<file path="config.mk">
export PLATFORM = sky130hd
export DESIGN_NAME = io_port_bank
export DESIGN_NICKNAME = d
export VERILOG_FILES = /design/src/rtl/io_port_pkg.sv /design/src/rtl/io_in_fifo.sv /design/src/rtl/io_port_bank.sv
export SDC_FILE = /design/constraint.sdc
export NUM_CORES = 1
export LEC_CHECK = 0
export CAP_MARGIN = 10
export CORE_MARGIN = 2
export CORE_UTILIZATION = 45
export CTS_CLUSTER_DIAMETER = 200
export DETAILED_ROUTE_END_ITERATION = 6
export GPL_ROUTABILITY_DRIVEN = 0
export PLACE_DENSITY = 0.7
export SETUP_SLACK_MARGIN = 0.5
export SLEW_MARGIN = 20
export SYNTH_ARGS = -nofsm -noshare
export SYNTH_HDL_FRONTEND = slang
export SYNTH_SLANG_ARGS = --single-unit
</file>
<file path="constraint.sdc">
create_clock -name Clock -period 44.4 [get_ports Clock]
set_input_delay 6.66 -clock Clock [delete_from_list [all_inputs] [get_ports Clock]]
set_output_delay 6.66 -clock Clock [all_outputs]
set_load 0.02 [all_outputs]
</file>
<file path="src/rtl/io_port_pkg.sv">
// rtl/io_port_pkg.sv - shared defaults, pointer-width helper and port-index type for io_port_bank
//
// Purpose : default widths/depths used as parameter defaults by io_port_bank and io_in_fifo,
//           a clog2-style pointer width function and a port-index typedef.
// Ports   : none (package).

package io_port_pkg;

   localparam int DEF_DATA_WIDTH = 32;
   localparam int DEF_NUM_IN     = 4;
   localparam int DEF_NUM_OUT    = 4;
   localparam int DEF_FIFO_DEPTH = 4;
   localparam int DEF_SEL_WIDTH  = 4;

   typedef logic [DEF_SEL_WIDTH-1:0] port_idx_t;

   // Number of bits needed to index 'depth' entries; never less than 1.
   function automatic int ptr_width(input int depth);
      int w;
      w = 1;
      while ((1 << w) < depth) begin
         w = w + 1;
      end
      return w;
   endfunction

endpackage

</file>
<file path="src/rtl/io_in_fifo.sv">
// rtl/io_in_fifo.sv - show-ahead input FIFO for one io_port_bank input port
//
// Purpose : DEPTH-entry FIFO; head word is visible combinationally (0 when empty).
// Ports   : clk, rst        clock, asynchronous active-high reset
//           push_data/valid device word and its strobe (accepted only when not full)
//           full            count == DEPTH, taken from the registered count
//           pop             consume head (ignored when empty)
//           head_data       current head word, 0 when empty
//           empty           count == 0

module io_in_fifo
   import io_port_pkg::*;
#(
   parameter int DATA_WIDTH = DEF_DATA_WIDTH,
   parameter int DEPTH      = DEF_FIFO_DEPTH
) (
   input  logic                  clk,
   input  logic                  rst,
   input  logic [DATA_WIDTH-1:0] push_data,
   input  logic                  push_valid,
   output logic                  full,
   input  logic                  pop,
   output logic [DATA_WIDTH-1:0] head_data,
   output logic                  empty
);

   localparam int PW = ptr_width(DEPTH);
   localparam int CW = PW + 1;

   logic [DATA_WIDTH-1:0] mem_q [DEPTH];
   logic [DATA_WIDTH-1:0] mem_d [DEPTH];
   logic [PW-1:0]         wr_ptr_q, wr_ptr_d;
   logic [PW-1:0]         rd_ptr_q, rd_ptr_d;
   logic [CW-1:0]         count_q, count_d;
   logic                  do_push, do_pop;

   assign full      = (count_q == CW'(DEPTH));
   assign empty     = (count_q == '0);
   assign do_push   = push_valid & ~full;
   // A pop on an empty FIFO is dropped even if a push lands in the same cycle.
   assign do_pop    = pop & ~empty;
   assign head_data = empty ? '0 : mem_q[rd_ptr_q];

   always_comb begin
      mem_d    = mem_q;
      wr_ptr_d = wr_ptr_q;
      rd_ptr_d = rd_ptr_q;
      count_d  = count_q;
      if (do_push) begin
         mem_d[wr_ptr_q] = push_data;
         wr_ptr_d        = wr_ptr_q + 1'b1;
      end
      if (do_pop) begin
         rd_ptr_d = rd_ptr_q + 1'b1;
      end
      case ({do_push, do_pop})
         2'b10:   count_d = count_q + 1'b1;
         2'b01:   count_d = count_q - 1'b1;
         default: count_d = count_q;
      endcase
   end

   always_ff @(posedge clk or posedge rst) begin
      if (rst) begin
         mem_q    <= '{default: '0};
         wr_ptr_q <= '0;
         rd_ptr_q <= '0;
         count_q  <= '0;
      end else begin
         mem_q    <= mem_d;
         wr_ptr_q <= wr_ptr_d;
         rd_ptr_q <= rd_ptr_d;
         count_q  <= count_d;
      end
   end

endmodule

</file>
<file path="src/rtl/io_port_bank.sv">
// rtl/io_port_bank.sv - buffered multi-channel input ports and handshaked output ports
//
// Purpose : NUM_IN show-ahead input FIFOs read by the 'in' instruction and NUM_OUT holding
//           registers written by the 'out' instruction, both addressed by port_sel.
// Config  : IO_OUT_OVERRUN_EN - when defined, out_overrun[i] latches an overwrite of an
//           unacknowledged word until clear; otherwise out_overrun is constant 0.
// Ports   : Clock, clear                 clock, asynchronous active-high reset
//           ext_in_data/valid/ready      device-side input streams, one per FIFO
//           port_sel                     port index shared by in and out
//           inport_rd/data/empty         datapath read of the selected FIFO head
//           bus_data, outport_in         datapath write to the selected output register
//           ext_out_data/valid/ack       device-side output words and handshake
//           out_overrun                  sticky overwrite-before-ack flags

module io_port_bank
   import io_port_pkg::*;
#(
   parameter int DATA_WIDTH = DEF_DATA_WIDTH,
   parameter int NUM_IN     = DEF_NUM_IN,
   parameter int NUM_OUT    = DEF_NUM_OUT,
   parameter int FIFO_DEPTH = DEF_FIFO_DEPTH,
   parameter int SEL_WIDTH  = DEF_SEL_WIDTH
) (
   input  logic                          Clock,
   input  logic                          clear,
   input  logic [NUM_IN*DATA_WIDTH-1:0]  ext_in_data,
   input  logic [NUM_IN-1:0]             ext_in_valid,
   output logic [NUM_IN-1:0]             ext_in_ready,
   input  logic [SEL_WIDTH-1:0]          port_sel,
   input  logic                          inport_rd,
   output logic [DATA_WIDTH-1:0]         inport_data,
   output logic                          inport_empty,
   input  logic [DATA_WIDTH-1:0]         bus_data,
   input  logic                          outport_in,
   output logic [NUM_OUT*DATA_WIDTH-1:0] ext_out_data,
   output logic [NUM_OUT-1:0]            ext_out_valid,
   input  logic [NUM_OUT-1:0]            ext_out_ack,
   output logic [NUM_OUT-1:0]            out_overrun
);

   logic [NUM_IN-1:0][DATA_WIDTH-1:0]  fifo_head;
   logic [NUM_IN-1:0]                  fifo_empty;
   logic [NUM_IN-1:0]                  fifo_full;
   logic [NUM_IN-1:0]                  fifo_pop;

   logic [NUM_OUT-1:0][DATA_WIDTH-1:0] out_data_q, out_data_d;
   logic [NUM_OUT-1:0]                 out_valid_q, out_valid_d;
   logic [NUM_OUT-1:0]                 out_wr;

   // ---------------- input side ----------------
   for (genvar g = 0; g < NUM_IN; g++) begin : g_in
      // An out-of-range port_sel never equals g, so invalid selects pop nothing.
      assign fifo_pop[g] = inport_rd & (port_sel == SEL_WIDTH'(g));

      io_in_fifo #(
         .DATA_WIDTH (DATA_WIDTH),
         .DEPTH      (FIFO_DEPTH)
      ) u_fifo (
         .clk        (Clock),
         .rst        (clear),
         .push_data  (ext_in_data[g*DATA_WIDTH +: DATA_WIDTH]),
         .push_valid (ext_in_valid[g]),
         .full       (fifo_full[g]),
         .pop        (fifo_pop[g]),
         .head_data  (fifo_head[g]),
         .empty      (fifo_empty[g])
      );
   end

   assign ext_in_ready = ~fifo_full;

   always_comb begin
      inport_data  = '0;
      inport_empty = 1'b1;
      for (int i = 0; i < NUM_IN; i++) begin
         if (port_sel == SEL_WIDTH'(i)) begin
            inport_data  = fifo_head[i];
            inport_empty = fifo_empty[i];
         end
      end
   end

   // ---------------- output side ----------------
   // A write in the same cycle as an ack wins: the new word stays valid.
   always_comb begin
      out_wr      = '0;
      out_data_d  = out_data_q;
      out_valid_d = out_valid_q;
      for (int i = 0; i < NUM_OUT; i++) begin
         out_wr[i] = outport_in & (port_sel == SEL_WIDTH'(i));
         if (out_wr[i]) begin
            out_data_d[i]  = bus_data;
            out_valid_d[i] = 1'b1;
         end else if (ext_out_ack[i]) begin
            out_valid_d[i] = 1'b0;
         end
      end
   end

   always_ff @(posedge Clock or posedge clear) begin
      if (clear) begin
         out_data_q  <= '0;
         out_valid_q <= '0;
      end else begin
         out_data_q  <= out_data_d;
         out_valid_q <= out_valid_d;
      end
   end

   assign ext_out_data  = out_data_q;
   assign ext_out_valid = out_valid_q;

`ifdef IO_OUT_OVERRUN_EN
   logic [NUM_OUT-1:0] overrun_q, overrun_d;

   // Overrun only when the previous word is replaced without being acknowledged.
   assign overrun_d = overrun_q | (out_wr & out_valid_q & ~ext_out_ack);

   always_ff @(posedge Clock or posedge clear) begin
      if (clear) begin
         overrun_q <= '0;
      end else begin
         overrun_q <= overrun_d;
      end
   end

   assign out_overrun = overrun_q;
`else
   assign out_overrun = '0;
`endif

endmodule

</file>
### After elaboration in Yosys (flattened, before gate mapping)

Cells that the tools add are included.

| storage, ports and cells | value |
|---|---|
| bits in registers | 672 |
| word-level logic and storage cells | 177 |

| operators by class | value |
|---|---|
| add/subtract/negate cells | 16 |
| multiplexer cells | 48 |
| order comparisons | 12 |
| equality and inequality tests | 15 |
| reduce and logical (&&, ||, !) cells | 17 |
| bitwise operators | 33 |

Operator list:

| cell | count |
|---|---|
| 32-bit two-way mux | 20 |
| 128-bit bitwise mux | 4 |
| 32-bit binary-select mux with 2-bit select | 4 |
| 32-bit demux with 2-bit select | 4 |
| 3-bit greater-or-equal comparator, second input constant | 8 |
| 2-bit NOT with 3-bit output | 8 |
| 3-bit case mux with 2 select lines | 4 |
| 2-bit by 1-bit adder with 2-bit output, second input constant | 8 |
| 1-bit bitwise AND | 16 |
| 2-bit nonzero test | 8 |
| 3-bit by 1-bit adder with 3-bit output, second input constant | 4 |
| 3-bit == test, second input constant | 4 |
| 3-bit zero test | 4 |
| 3-bit by 1-bit < comparator with 1-bit output, second input constant | 4 |
| 1-bit two-way mux | 12 |
| 3-bit by 1-bit subtractor with 3-bit output, second input constant | 4 |
| 2-bit by 1-bit == test with 1-bit output, second input constant | 4 |
| 2-bit == test, second input constant | 4 |
| 4-bit by 2-bit == test with 1-bit output, second input constant | 2 |
| 1-bit NOT | 8 |
| 4-bit by 1-bit == test with 1-bit output, second input constant | 1 |
| 1-bit logical AND | 4 |
| 4-bit zero test | 1 |
| 4-bit NOT | 1 |

### Depth between registers and ports, before layout

| depth | value |
|---|---|
| depth after elaboration | 9 |
| mapped depth | 10 |

### Cells and area by module

A second synthesis with hierarchy kept.

| unflattened totals | value |
|---|---|
| cell total of the unflattened synthesis | 1,921 |
| area, all modules | 30,920.9 sq um |

By module, submodules not included:

| module | area an instance (sq um) | cells an instance | instances |
|---|---|---|---|
| io_in_fifo (g_in[0].u_fifo ...) | 6,193.4 | 385 | 3 |
| io_in_fifo (g_in[1].u_fifo) | 6,194.7 | 385 | 1 |
| io_port_bank | 6,145.9 | 381 | 1 |

### Worst setup path before layout

OpenSTA, ideal clock, no wires.

| timing | value |
|---|---|
| kind | input to output |
| start | input port_sel[0] |
| end | output inport_data[10] |
| slack | 29.906 ns |
| data required time | 37.740 ns |
| data arrival time | 7.834 ns |
| stages | 5 |
| cells stage by stage | buf_2 nor4_4 clkbuf_1 nand3_1 nand4_1 |

| between the ends | value |
|---|---|
| word-level cells in the longest chain between the ends | 5 |
| elaborated cells between the ends (all ways) | 8 |
| those cells by class | eq/ne: 3; mux: 4; reduce/logical: 1 |

Ends and longest elaborated chain:

| item | line | source |
|---|---|---|
| start: declaration | io_port_bank.sv:29 | `input logic [SEL_WIDTH-1:0] port_sel,` |
| 4-bit zero test | io_port_bank.sv:76 | `if (port_sel == SEL_WIDTH'(i)) begin` |
| 32-bit two-way mux (3 in a row) | io_port_bank.sv:76 |  |
| 32-bit two-way mux * | io_port_bank.sv:76 |  |
| end: declaration | io_port_bank.sv:31 | `output logic [DATA_WIDTH-1:0] inport_data,` |

Every way passes the cells marked *; elsewhere a longest branch is shown, timed or not.

### Worst setup path in the final report

| timing | value |
|---|---|
| start | input port_sel[3] |
| end | output inport_data[2] |

Same word-level chain as after synthesis.

==> summary.txt <==
Pwr
  – VDD IR-drop max: 38.7 uV
  – Leakage Power: 15.1 nW
  – Pwr/cell area: 74.0 nW/um^2

Worst setup path
  – Maximum fanout along the worst path: 35
  – Worst path arrival time: 9.45 ns
  – Crit path cell chain: clkdlybuf4s50_1 -> and4bb_2 -> nand3_1 -> nand4_1 -> clkdlybuf4s50_1
  – Crit Path Class: in -> out
  – CP most frequent cell: clkdlybuf4s50_1
  – Slowest Stage Delay on Critical Path: 1.06 ns
  – Slowest CP cell: and4bb_2
  – Crit path required time: 37.74 ns
  – Crit end category: output port
  – Crit path launch type: input port

Floorplan
  – FP Rows: 94
  – Initial cell density of the core: 45.4%
  – Die height: 262 microns
  – Core area: 65700 sq um
  – Die Wd: 262 microns
  – Die footprint: 68500 sq um
  – Boundary pin count: 349

Finish
  – Share of post-route cells with drive strength above 1: 40.5%
  – Layout net count: 2388
  – Non-filler cells in the finished layout: 3111
  – Fillers: 5168
  – Area Overhead vs Synth: 21.4%

Detailed routing
  – Per-cell routed wire length: 25.6 microns
  – Routed WL: 79600 microns
  – First drt pass iteration count: 6
  – Iter 0 DRT Violations: 1207
  – ANT nets after route: 0
  – Via count: 17800
  – Vias per cell: 5.72
  – DRC viols: 0

Global route
  – Grt ovf: 0
  – Pin count of the biggest net entering global routing: 114
  – Vias in the first global route: 19100
  – GR Layer Usage met3: 6.25%
  – All-Layer GR Usage: 23.5%
  – Top Usage Layer GRT: met2
  – Met1 GRT Util: 30.7%
  – First-pass GRT wire length: 120000 microns
  – GRT met2 Usage: 38.2%
  – Initial antenna violation count: 6

STA
  – Max Clk Rate: 62.1 MHz
  – Final setup fails: 0
  – Rel. slew slack: 23.8%
  – Final setup TNS: 0 ns
  – Final period utilization: 36.3%
  – RSZ-0062 raised after global routing: false
  – Worst Tran Pin Value: 1.14 ns
  – Final hold violations: 0
  – Crit path time final: 16.11 ns
  – Clk_skew: 0.0219 ns
  – Final max-slew violation count: 0

Yosys
  – Register area share after synthesis: 56.3%
  – Syn avg cell area: 16.0 sq um
  – #FFs+latches synth: 672
  – Asr flop ratio synth: 100%
  – Syn Inst Count: 1869
  – Number of synthesis warnings: 0
  – Yosys cell types: 35
  – Most used DFF post-synth: dfrtp_1
  – EDFF count, synth: 0
  – Mapped cell area: 29900 sq um

Clocking
  – CTS resizes: 0
  – Max clock buf depth: 3
  – Hold Buf Count CTS: 0
  – Htree depth: 3
  – TritonCTS clock tree: yes
  – Clk pin slew, worst setup/hold paths: 0.06 ns
  – Num CTS Buffers: 72
  – Clock root buffer: clkbuf_16
  – Clock Sinks: 672
  – Setup Fix Bufs, Post-CTS: 0
  – Clock latency on the worst-skew pair: 0.61 ns

Placement
  – HPWL after DPL: 55100 microns
  – Number of port buffers: 344
  – Dpl cells: 2977

Run
  – Max cap viols: 0

Status
  – Status: completed

Worst hold path
  – Hold Crit Class: reg -> reg
==> power by group <==
| part | switching (W) | leakage (nW) | internal, W |
|---|---|---|---|
| Clock | 0.000242 | 1.18 | 0.000362 |
| Combinational | 0.000477 | 5.94 | 0.000548 |
| Sequential | 0.000159 | 8.02 | 0.000895 |
| Total | 0.000878 | 15.1 | 0.00180 |
==> cells by family after synthesis <==
group           Yosys count  share of synthesized area, %
flops                   672                          56.3
simple gates            213                          4.33
buf+inv                 154                          3.02
compound gates            5                         0.101
fa+ha+maj                24                          1.11
other cells               1                        0.0126
mux                     776                          34.4
xor+xnor                 24                         0.704
==> metal layers <==
metal	vias to the layer above	wire [microns]
met2	647	38200
met1	9447	32600
met3	148	6050
li1	7554	-
met4	6	2800
met5	-	35
==> synthesized netlist by cell type (5+ instances only) <==
cell | count | area share, %
nand3_2 | 16 | 0.54
xnor2_1 | 13 | 0.38
mux4_2 | 128 | 9.7
buf_4 | 53 | 1.3
mux2_4 | 29 | 1.5
xor2_1 | 11 | 0.32
nand4_1 | 36 | 0.75
nand2_1 | 6 | 0.075
buf_6 | 6 | 0.23
nor2_1 | 5 | 0.063
mux2_2 | 580 | 22
and3_1 | 6 | 0.13
inv_1 | 22 | 0.28
dfrtp_1 | 672 | 56
clkbuf_1 | 40 | 0.50
mux2_1 | 36 | 1.4
buf_2 | 26 | 0.44
nand3_1 | 128 | 2.1
ha_1 | 20 | 0.84
==> sequential cells by signal, summed over array words and instances, names as in the netlist <==
register              flops
ext_out_data            128
g_in.u_fifo.rd_ptr_q      8
g_in.u_fifo.wr_ptr_q      8
ext_out_valid             4
g_in.u_fifo.count_q      12
g_in.u_fifo.mem_q       512
==> stage by stage <==
stage               setup WS, ns  cell area, sq um  utilization (%)  hold slack [ns]  total power, W
floorplan                  18.90             29900                -            0.446         0.00171
global placement           28.46             33800             51.4            0.463         0.00205
detailed placement         28.34             33800             51.4            0.475         0.00209
CTS                        28.34             36200             55.1            0.483         0.00271
global route               28.22             36300             55.2            0.501         0.00281
finish                     28.29             36300             55.2            0.485         0.00268
==> area by class of cell <==
cell class | instances | area [sq um] | area share, %
clock buffers | 111 | 2180 | 6.01
repair buffers | 374 | 3700 | 10.2
diodes | 4 | 10.0 | 0.0276
inverters | 22 | 90.1 | 0.248
well taps | 864 | 1080 | 2.98
flip-flops and latches | 672 | 16800 | 46.4
clock inverters | 18 | 214 | 0.590
multi-input cells | 1046 | 12200 | 33.6
==> worst max-delay path, delay by kind of cell <==
family,cells,cell delay (ns)
buffers and inverters,2,1.26
and+or+nand+nor,3,1.50
==> path summary, 6_finish.rpt <==
path	end	slack, ns	depth (start not counted)	start
worst max-delay path	inport_data[2]	28.29	5	port_sel[3]
max in group asynchronous	g_in[1].u_fifo.mem_q[79]	35.62	4	clear
worst min-delay path	g_in[3].u_fifo.mem_q[124]	0.48	1	g_in[3].u_fifo.mem_q[124]
worst max register to register	g_in[3].u_fifo.count_q[2]	41.55	9	g_in[3].u_fifo.count_q[0]
worst min register to register	g_in[3].u_fifo.mem_q[124]	0.48	1	g_in[3].u_fifo.mem_q[124]
min in group asynchronous	ext_out_data[98]	6.61	2	clear
==> placed cells by master, fill, tap and decap left out, drive strengths merged, types with 5 or more instances in the layout <==
cell,count
clkbuf,111
nor2,5
nand4,36
xnor2,13
ha,20
mux4,128
clkinv,10
buf,30
clkdlybuf4s50,344
dfrtp,672
inv,24
xor2,11
nand3,144
nand2,7
mux2,645
and3,6
Note: power is estimated with default switching activity, not from simulation.
